--- src/rtl/multicycle_controller_if.sv ---
// Bundle of control and handshake signals between the multi-cycle controller
// and the datapath. The controller side uses the master modport, while the
// datapath (or a testbench standing in for it) uses the slave modport.
interface multicycle_controller_if;
  logic [5:0]  opcode;
  logic        zero;
  logic        mem_ready;

  logic        mem_req;
  logic        mem_write;
  logic        iord;
  logic        ir_write;
  logic        reg_write;
  logic        reg_dst;
  logic        mem_to_reg;
  logic        alu_src_a;
  logic [1:0]  alu_src_b;
  logic [1:0]  alu_op;
  logic [1:0]  pc_src;
  logic        pc_en;
  logic        illegal_op;
  logic [3:0]  state;
  logic [15:0] retired;

  modport master (
    input  opcode, zero, mem_ready,
    output mem_req, mem_write, iord, ir_write, reg_write, reg_dst,
           mem_to_reg, alu_src_a, alu_src_b, alu_op, pc_src, pc_en,
           illegal_op, state, retired
  );

  modport slave (
    output opcode, zero, mem_ready,
    input  mem_req, mem_write, iord, ir_write, reg_write, reg_dst,
           mem_to_reg, alu_src_a, alu_src_b, alu_op, pc_src, pc_en,
           illegal_op, state, retired
  );
endinterface

--- src/rtl/multicycle_controller.sv ---
// Multi-cycle MIPS control FSM. It steps a shared-memory, single-ALU datapath
// through fetch/decode/execute/memory/writeback, stalls on mem_ready and counts
// retired instructions.
// Optional feature macro: MC_ILLEGAL_TRAP_EN. When it is defined, an unknown
// opcode parks the FSM in TRAP with illegal_op raised until reset. When it is
// undefined, an unknown opcode retires as a NOP.
// Reset (rst) is asynchronous and active-low. While it is held low, every
// control output is forced to 0.
module multicycle_controller (
  input logic clk,
  input logic rst,
  multicycle_controller_if.master bus
);

  typedef enum logic [3:0] {
    FETCH  = 4'd0,
    DECODE = 4'd1,
    MEMADR = 4'd2,
    MEMRD  = 4'd3,
    MEMWB  = 4'd4,
    MEMWR  = 4'd5,
    EXEC   = 4'd6,
    ALUWB  = 4'd7,
    BRANCH = 4'd8,
    ADDIEX = 4'd9,
    ADDIWB = 4'd10,
    JUMP   = 4'd11,
    TRAP   = 4'd12
  } state_t;

  typedef enum logic [2:0] {
    CLS_MEM,
    CLS_RTYPE,
    CLS_ADDI,
    CLS_BEQ,
    CLS_JUMP,
    CLS_ILLEGAL
  } op_class_t;

  localparam logic [5:0] OP_RTYPE = 6'b000000;
  localparam logic [5:0] OP_J     = 6'b000010;
  localparam logic [5:0] OP_BEQ   = 6'b000100;
  localparam logic [5:0] OP_ADDI  = 6'b001000;
  localparam logic [5:0] OP_LW    = 6'b100011;
  localparam logic [5:0] OP_SW    = 6'b101011;

  state_t      state_q;
  state_t      state_d;
  op_class_t   op_class;
  logic        retire;
  logic [15:0] retired_q;

  logic        mem_req_raw;
  logic        mem_write_raw;
  logic        iord_raw;
  logic        ir_write_raw;
  logic        reg_write_raw;
  logic        reg_dst_raw;
  logic        mem_to_reg_raw;
  logic        alu_src_a_raw;
  logic [1:0]  alu_src_b_raw;
  logic [1:0]  alu_op_raw;
  logic [1:0]  pc_src_raw;
  logic        pc_write_raw;
  logic        branch_raw;
  logic        pc_en_raw;
  logic        illegal_raw;

  // Classify the IR opcode into the instruction families the FSM understands
  always_comb begin
    op_class = CLS_ILLEGAL;
    case (bus.opcode)
      OP_LW, OP_SW: op_class = CLS_MEM;
      OP_RTYPE:     op_class = CLS_RTYPE;
      OP_ADDI:      op_class = CLS_ADDI;
      OP_BEQ:       op_class = CLS_BEQ;
      OP_J:         op_class = CLS_JUMP;
      default:      op_class = CLS_ILLEGAL;
    endcase
  end

  // State register; reset drops straight back to FETCH
  always_ff @(posedge clk or negedge rst) begin
    if (!rst) begin
      state_q <= FETCH;
    end else begin
      state_q <= state_d;
    end
  end

  // Next-state logic; memory states hold until mem_ready
  always_comb begin
    state_d = FETCH;
    case (state_q)
      FETCH:  state_d = bus.mem_ready ? DECODE : FETCH;
      DECODE: begin
        case (op_class)
          CLS_MEM:   state_d = MEMADR;
          CLS_RTYPE: state_d = EXEC;
          CLS_ADDI:  state_d = ADDIEX;
          CLS_BEQ:   state_d = BRANCH;
          CLS_JUMP:  state_d = JUMP;
          default: begin
`ifdef MC_ILLEGAL_TRAP_EN
            state_d = TRAP;
`else
            state_d = FETCH;
`endif
          end
        endcase
      end
      MEMADR: state_d = (bus.opcode == OP_SW) ? MEMWR : MEMRD;
      MEMRD:  state_d = bus.mem_ready ? MEMWB : MEMRD;
      MEMWB:  state_d = FETCH;
      MEMWR:  state_d = bus.mem_ready ? FETCH : MEMWR;
      EXEC:   state_d = ALUWB;
      ALUWB:  state_d = FETCH;
      ADDIEX: state_d = ADDIWB;
      ADDIWB: state_d = FETCH;
      BRANCH: state_d = FETCH;
      JUMP:   state_d = FETCH;
      TRAP: begin
`ifdef MC_ILLEGAL_TRAP_EN
        state_d = TRAP;
`else
        state_d = FETCH;
`endif
      end
      default: state_d = FETCH;
    endcase
  end

  // An instruction retires when we re-enter FETCH from real work (not a stall or the trap)
  always_comb begin
    retire = (state_d == FETCH) && (state_q != FETCH) && (state_q != TRAP);
  end

  // Retired-instruction counter, free-running wrap at 16 bits
  always_ff @(posedge clk or negedge rst) begin
    if (!rst) begin
      retired_q <= 16'd0;
    end else if (retire) begin
      retired_q <= retired_q + 16'd1;
    end
  end

  // Moore control decode from the current state; FETCH and BRANCH fold in mem_ready/zero
  always_comb begin
    mem_req_raw    = 1'b0;
    mem_write_raw  = 1'b0;
    iord_raw       = 1'b0;
    ir_write_raw   = 1'b0;
    reg_write_raw  = 1'b0;
    reg_dst_raw    = 1'b0;
    mem_to_reg_raw = 1'b0;
    alu_src_a_raw  = 1'b0;
    alu_src_b_raw  = 2'b00;
    alu_op_raw     = 2'b00;
    pc_src_raw     = 2'b00;
    pc_write_raw   = 1'b0;
    branch_raw     = 1'b0;
    illegal_raw    = 1'b0;
    case (state_q)
      FETCH: begin
        mem_req_raw   = 1'b1;
        alu_src_b_raw = 2'b01;
        ir_write_raw  = bus.mem_ready;
        pc_write_raw  = bus.mem_ready;
      end
      DECODE: begin
        alu_src_b_raw = 2'b11;
      end
      MEMADR: begin
        alu_src_a_raw = 1'b1;
        alu_src_b_raw = 2'b10;
      end
      MEMRD: begin
        mem_req_raw = 1'b1;
        iord_raw    = 1'b1;
      end
      MEMWB: begin
        reg_write_raw  = 1'b1;
        mem_to_reg_raw = 1'b1;
      end
      MEMWR: begin
        mem_req_raw   = 1'b1;
        mem_write_raw = 1'b1;
        iord_raw      = 1'b1;
      end
      EXEC: begin
        alu_src_a_raw = 1'b1;
        alu_op_raw    = 2'b10;
      end
      ALUWB: begin
        reg_write_raw = 1'b1;
        reg_dst_raw   = 1'b1;
      end
      ADDIEX: begin
        alu_src_a_raw = 1'b1;
        alu_src_b_raw = 2'b10;
      end
      ADDIWB: begin
        reg_write_raw = 1'b1;
      end
      BRANCH: begin
        alu_src_a_raw = 1'b1;
        alu_op_raw    = 2'b01;
        pc_src_raw    = 2'b01;
        branch_raw    = 1'b1;
      end
      JUMP: begin
        pc_src_raw   = 2'b10;
        pc_write_raw = 1'b1;
      end
      TRAP: begin
`ifdef MC_ILLEGAL_TRAP_EN
        illegal_raw = 1'b1;
`else
        illegal_raw = 1'b0;
`endif
      end
      default: begin
        illegal_raw = 1'b0;
      end
    endcase
    pc_en_raw = pc_write_raw | (branch_raw & bus.zero);
  end

  // Output gating so reset kills every strobe (including an in-flight write) without waiting for a clock
  always_comb begin
    bus.mem_req    = rst & mem_req_raw;
    bus.mem_write  = rst & mem_write_raw;
    bus.iord       = rst & iord_raw;
    bus.ir_write   = rst & ir_write_raw;
    bus.reg_write  = rst & reg_write_raw;
    bus.reg_dst    = rst & reg_dst_raw;
    bus.mem_to_reg = rst & mem_to_reg_raw;
    bus.alu_src_a  = rst & alu_src_a_raw;
    bus.alu_src_b  = rst ? alu_src_b_raw : 2'b00;
    bus.alu_op     = rst ? alu_op_raw : 2'b00;
    bus.pc_src     = rst ? pc_src_raw : 2'b00;
    bus.pc_en      = rst & pc_en_raw;
    bus.illegal_op = rst & illegal_raw;
    bus.state      = state_q;
    bus.retired    = retired_q;
  end

endmodule

--- src/flat_wrapper.sv ---
// flat-port wrapper written by rule: the top's interface ports become plain ports
module multicycle_controller_flat 
  (clk, rst, bus_opcode, bus_zero, bus_mem_ready, bus_mem_req, bus_mem_write, bus_iord, bus_ir_write, bus_reg_write, bus_reg_dst, bus_mem_to_reg, bus_alu_src_a, bus_alu_src_b, bus_alu_op, bus_pc_src, bus_pc_en, bus_illegal_op, bus_state, bus_retired);
  multicycle_controller_if bus_i ();
  input logic clk;
  input logic rst;
  input wire logic [$bits(bus_i.opcode)-1:0] bus_opcode;
  input wire logic [$bits(bus_i.zero)-1:0] bus_zero;
  input wire logic [$bits(bus_i.mem_ready)-1:0] bus_mem_ready;
  output wire logic [$bits(bus_i.mem_req)-1:0] bus_mem_req;
  output wire logic [$bits(bus_i.mem_write)-1:0] bus_mem_write;
  output wire logic [$bits(bus_i.iord)-1:0] bus_iord;
  output wire logic [$bits(bus_i.ir_write)-1:0] bus_ir_write;
  output wire logic [$bits(bus_i.reg_write)-1:0] bus_reg_write;
  output wire logic [$bits(bus_i.reg_dst)-1:0] bus_reg_dst;
  output wire logic [$bits(bus_i.mem_to_reg)-1:0] bus_mem_to_reg;
  output wire logic [$bits(bus_i.alu_src_a)-1:0] bus_alu_src_a;
  output wire logic [$bits(bus_i.alu_src_b)-1:0] bus_alu_src_b;
  output wire logic [$bits(bus_i.alu_op)-1:0] bus_alu_op;
  output wire logic [$bits(bus_i.pc_src)-1:0] bus_pc_src;
  output wire logic [$bits(bus_i.pc_en)-1:0] bus_pc_en;
  output wire logic [$bits(bus_i.illegal_op)-1:0] bus_illegal_op;
  output wire logic [$bits(bus_i.state)-1:0] bus_state;
  output wire logic [$bits(bus_i.retired)-1:0] bus_retired;
  assign bus_i.opcode = bus_opcode;
  assign bus_i.zero = bus_zero;
  assign bus_i.mem_ready = bus_mem_ready;
  assign bus_mem_req = bus_i.mem_req;
  assign bus_mem_write = bus_i.mem_write;
  assign bus_iord = bus_i.iord;
  assign bus_ir_write = bus_i.ir_write;
  assign bus_reg_write = bus_i.reg_write;
  assign bus_reg_dst = bus_i.reg_dst;
  assign bus_mem_to_reg = bus_i.mem_to_reg;
  assign bus_alu_src_a = bus_i.alu_src_a;
  assign bus_alu_src_b = bus_i.alu_src_b;
  assign bus_alu_op = bus_i.alu_op;
  assign bus_pc_src = bus_i.pc_src;
  assign bus_pc_en = bus_i.pc_en;
  assign bus_illegal_op = bus_i.illegal_op;
  assign bus_state = bus_i.state;
  assign bus_retired = bus_i.retired;
  multicycle_controller u_core (.clk(clk), .rst(rst), .bus(bus_i));
endmodule
--- config.mk ---
export PLATFORM = sky130hd
export DESIGN_NAME = multicycle_controller_flat
export DESIGN_NICKNAME = d
export VERILOG_FILES = /design/src/rtl/multicycle_controller_if.sv /design/src/rtl/multicycle_controller.sv /design/src/flat_wrapper.sv
export SDC_FILE = /design/constraint.sdc
export NUM_CORES = 1
export LEC_CHECK = 0
export BUFFER_PORTS_ARGS = -buffer_cell sky130_fd_sc_hd__buf_2
export CORE_AREA = 3 3 54 75
export CTS_BUF_LIST = sky130_fd_sc_hd__clkbuf_8 sky130_fd_sc_hd__clkbuf_16
export DETAILED_ROUTE_END_ITERATION = 16
export DIE_AREA = 0 0 57 78
export PLACE_DENSITY = 0.72
export SLEW_MARGIN = 30
export SYNTH_ARGS = -nofsm -noshare
export SYNTH_HDL_FRONTEND = slang
export SYNTH_SLANG_ARGS = --single-unit
--- constraint.sdc ---
create_clock -name clk -period 2.7 [get_ports clk]
set_input_delay 0.135 -clock clk [delete_from_list [all_inputs] [get_ports clk]]
set_output_delay 0.135 -clock clk [all_outputs]
set_load 0.02 [all_outputs]
==> flow_metrics.py <==
metrics = {
    "run_status": {
        "status": "finished clean",
    },
    "power": {
        "p_leak_nw": 0.815,
        "ir_drop_mv": 0.505,
        "powerDensity_nw_per_um2": 923,
    },
    "placement": {
        "io_buffers": 44,
        "dpl.hpwl_um": 2400,
        "place_congestion": 0.848,
    },
    "floorplanning": {
        "die_area_um2": 4450,
        "core_um2": 3440,
        "core.rowCount": 25,
        "die_w_um": 57,
        "start_util": 0.392,
        "die_h_um": 78,
        "io_pins": 46,
    },
    "global_routing": {
        "grt_util_all_layers": 0.144,
        "grt_max_degree": 27,
        "antenna_found_initial": 0,
        "grt_pass1_vias": 1191,
        "grt_first_pass_wirelength_um": 5240,
        "grt_overflow": 0,
    },
    "route": {
        "post_drt_wl_per_cell_um": 13.4,
        "drcViolationCount": 0,
        "vias": 1248,
        "viasPerCell": 5.33,
        "antenna_left": 0,
        "drt_pass1_iterations": 4,
        "drt-initial-drc-count": 58,
        "routed_wl_um": 3140,
    },
    "logic_synthesis": {
        "synthCells": 154,
        "synth_top_area_frac": 0.371,
        "yosysMostFrequentCell": "dfrtp_1",
        "avgSynthCellArea_um2": 8.75,
        "yosysWarningCount": 0,
        "synth_area_leaders": "dfrtp_1, xor2_1, nand2_1",
        "synthArstFlopShare": 1.00,
        "seq_area_frac_synth": 0.371,
        "synth_top_area_cell": "dfrtp_1",
        "synth_nets": 165,
        "synth_flop_cell": "dfrtp_1",
        "yosys.cell_types.count": 45,
        "ys_ff_latch": 20,
        "syn_area_um2": 1350,
        "yosys-top-cells-count": "dfrtp_1, nand2_1, nor2_1, xor2_1, nor3_1",
        "synth_edf_count": 0,
    },
    "hold_path": {
        "whs_endpoint": "u_core.bus.state[1]$_DFF_PN0_",
        "hold_start": "bus_opcode[3]",
        "hp-class": "input pin to flop",
        "hold_depth": 4,
    },
    "clock_network": {
        "cts_tree": "built",
        "cts.sinks": 20,
        "ctsHoldBuffers": 1,
        "numCtsBuffers": 3,
        "cts-root-buf": "clkbuf_8",
        "cts_buffer_depth": 2,
        "ctsResizeCount": 0,
        "clk_latency_ns": 0.25,
        "htree_levels": 1,
        "clkTransAtPathRegs_ns": 0.07,
        "post_cts_buffers": 0,
    },
    "critical_path": {
        "rr_endpoint": "u_core.bus.retired[1]$_DFFE_PN0P_",
        "worstSetupPathType": "flop to flop",
        "crit_required_ns": 2.84,
        "r2r_slack_ns": 0.41,
        "reg2regPathDepth": 6,
        "crit_arrival_ns": 2.43,
        "critPathCaptureType": "flop",
        "critPathMaxFanout": 15,
        "crit_path_start_kind": "flop",
        "reg2reg_from": "u_core.bus.state[0]$_DFF_PN0_",
    },
    "sta": {
        "finalClockSkew_ns": 0.00139,
        "worst_slew_pin_slew_ns": 0.519,
        "min_period_ns": 2.29,
        "hold_violations": 0,
        "finalCritPeriodShare": 0.850,
        "tns_ns": 0,
        "slew-limit-headroom": 0.645,
        "setup_violations": 0,
        "grt_setup_unrepaired": "no",
        "fmax_mhz": 436,
        "drv_slew": 0,
    },
    "final_layout": {
        "antennaDiodeCount": 0,
        "postLayoutCoreUtil": 0.471,
        "drive_above_1_share": 0.278,
        "fin_nets": 207,
        "areaGrowthSynthToFinish_pct": 20.1,
        "nFillCells": 363,
    },
    "run": {
        "maxCapViolCount": 0,
    },
}
[layer usage]
metal | GRT usage | up-vias | part of all wire
met1 | 0.167 | 574 | 0.42
met4 | 0.0464 | 0 | 0.013
li1 | - | 632 | -
met2 | 0.267 | 38 | 0.51
met3 | 0.0183 | 4 | 0.049
met5 | 0 | - | 0
[cell families (layout without fill, tap and decap cells)]
family | after synthesis | count (layout) | share of synthesized area
AO/OA/AOI/OAI | 20 | 20 | 0.107
XOR/XNOR | 18 | 18 | 0.117
adder cells (fa/ha/maj) | 1 | 1 | 0.00928
buffers and inverters | 14 | 54 | 0.0594
flip-flops | 20 | 20 | 0.371
multiplexers | 2 | 2 | 0.0158
other | 1 | 1 | 0.00278
AND/OR/NAND/NOR | 78 | 78 | 0.318
[report_power, final]
group / switching (mW) / internal (mW) / total, mW
clock: 0.0883 / 0.0991 / 0.187
combinational: 0.510 / 0.300 / 0.810
sequential: 0.125 / 0.373 / 0.498
total: 0.723 / 0.772 / 1.49
[worst max-delay path by stage]
stage / startpoint / to / slack [ns] / depth (start not counted)
6_report: u_core.bus.state[0]$_DFF_PN0_ / u_core.bus.retired[1]$_DFFE_PN0P_ / 0.41 / 6
5_1_grt: u_core.bus.state[1]$_DFF_PN0_ / u_core.bus.retired[11]$_DFFE_PN0P_ / 0.25 / 7
4_1_cts: u_core.bus.state[0]$_DFF_PN0_ / u_core.bus.retired[1]$_DFFE_PN0P_ / 0.40 / 6
3_5_place_dp: u_core.bus.state[0]$_DFF_PN0_ / u_core.bus.retired[1]$_DFFE_PN0P_ / 0.40 / 6
3_3_place_gp: u_core.bus.state[0]$_DFF_PN0_ / u_core.bus.retired[1]$_DFFE_PN0P_ / 0.49 / 5
2_1_floorplan: u_core.bus.state[1]$_DFF_PN0_ / u_core.bus.retired[1]$_DFFE_PN0P_ / 0.53 / 6
[final cells by class]
type	instances	area, um^2	area share
multi-input combinational	120	767	0.474
clock buffer	3	41.3	0.0255
timing repair buffer	47	245	0.151
sequential	20	500	0.309
inverter	4	15.0	0.00927
tap	40	50.0	0.0309
[placed cells by master (no fill, tap or decap), drive strengths merged, types with 3 or more instances in the layout]
master  instances
o21ai           4
a21oi           3
nor4b           3
dfrtp          20
nand3           5
xor2           14
nand2          18
nor2           14
inv             4
xnor2           4
nor4            8
clkbuf          3
nand2b          3
nor3           13
buf            46
[state kept, by name, indices dropped and copies added, names as in the netlist]
name,cells
u_core.bus.retired,16
u_core.bus.state,4
[metrics by stage]
| stage | setup slack, ns | instances | power (mW) | area [um^2] | hold slack, ns |
|---|---|---|---|---|---|
| 6_report | 0.405 | 234 | 1.49 | 1620 | 0.284 |
| 3_3_place_gp | 0.487 | 230 | 1.30 | 1570 | 0.137 |
| 5_1_grt | 0.248 | 234 | 1.62 | 1620 | 0.335 |
| 4_1_cts | 0.403 | 234 | 1.51 | 1620 | 0.282 |
| 3_5_place_dp | 0.405 | 230 | 1.32 | 1570 | 0.143 |
| 2_1_floorplan | 0.525 | 154 | 1.11 | 1350 | -0.161 |
[critical path, cell delays in order (launching register included)]
cell and delay, ns:
dfrtp_1 0.59, or4b_1 0.53, nor4_1 0.21, a21oi_1 0.13, nand4_4 0.23, nand2b_2 0.18
mux2_1 0.31
(Power assumes the default switching activity.)
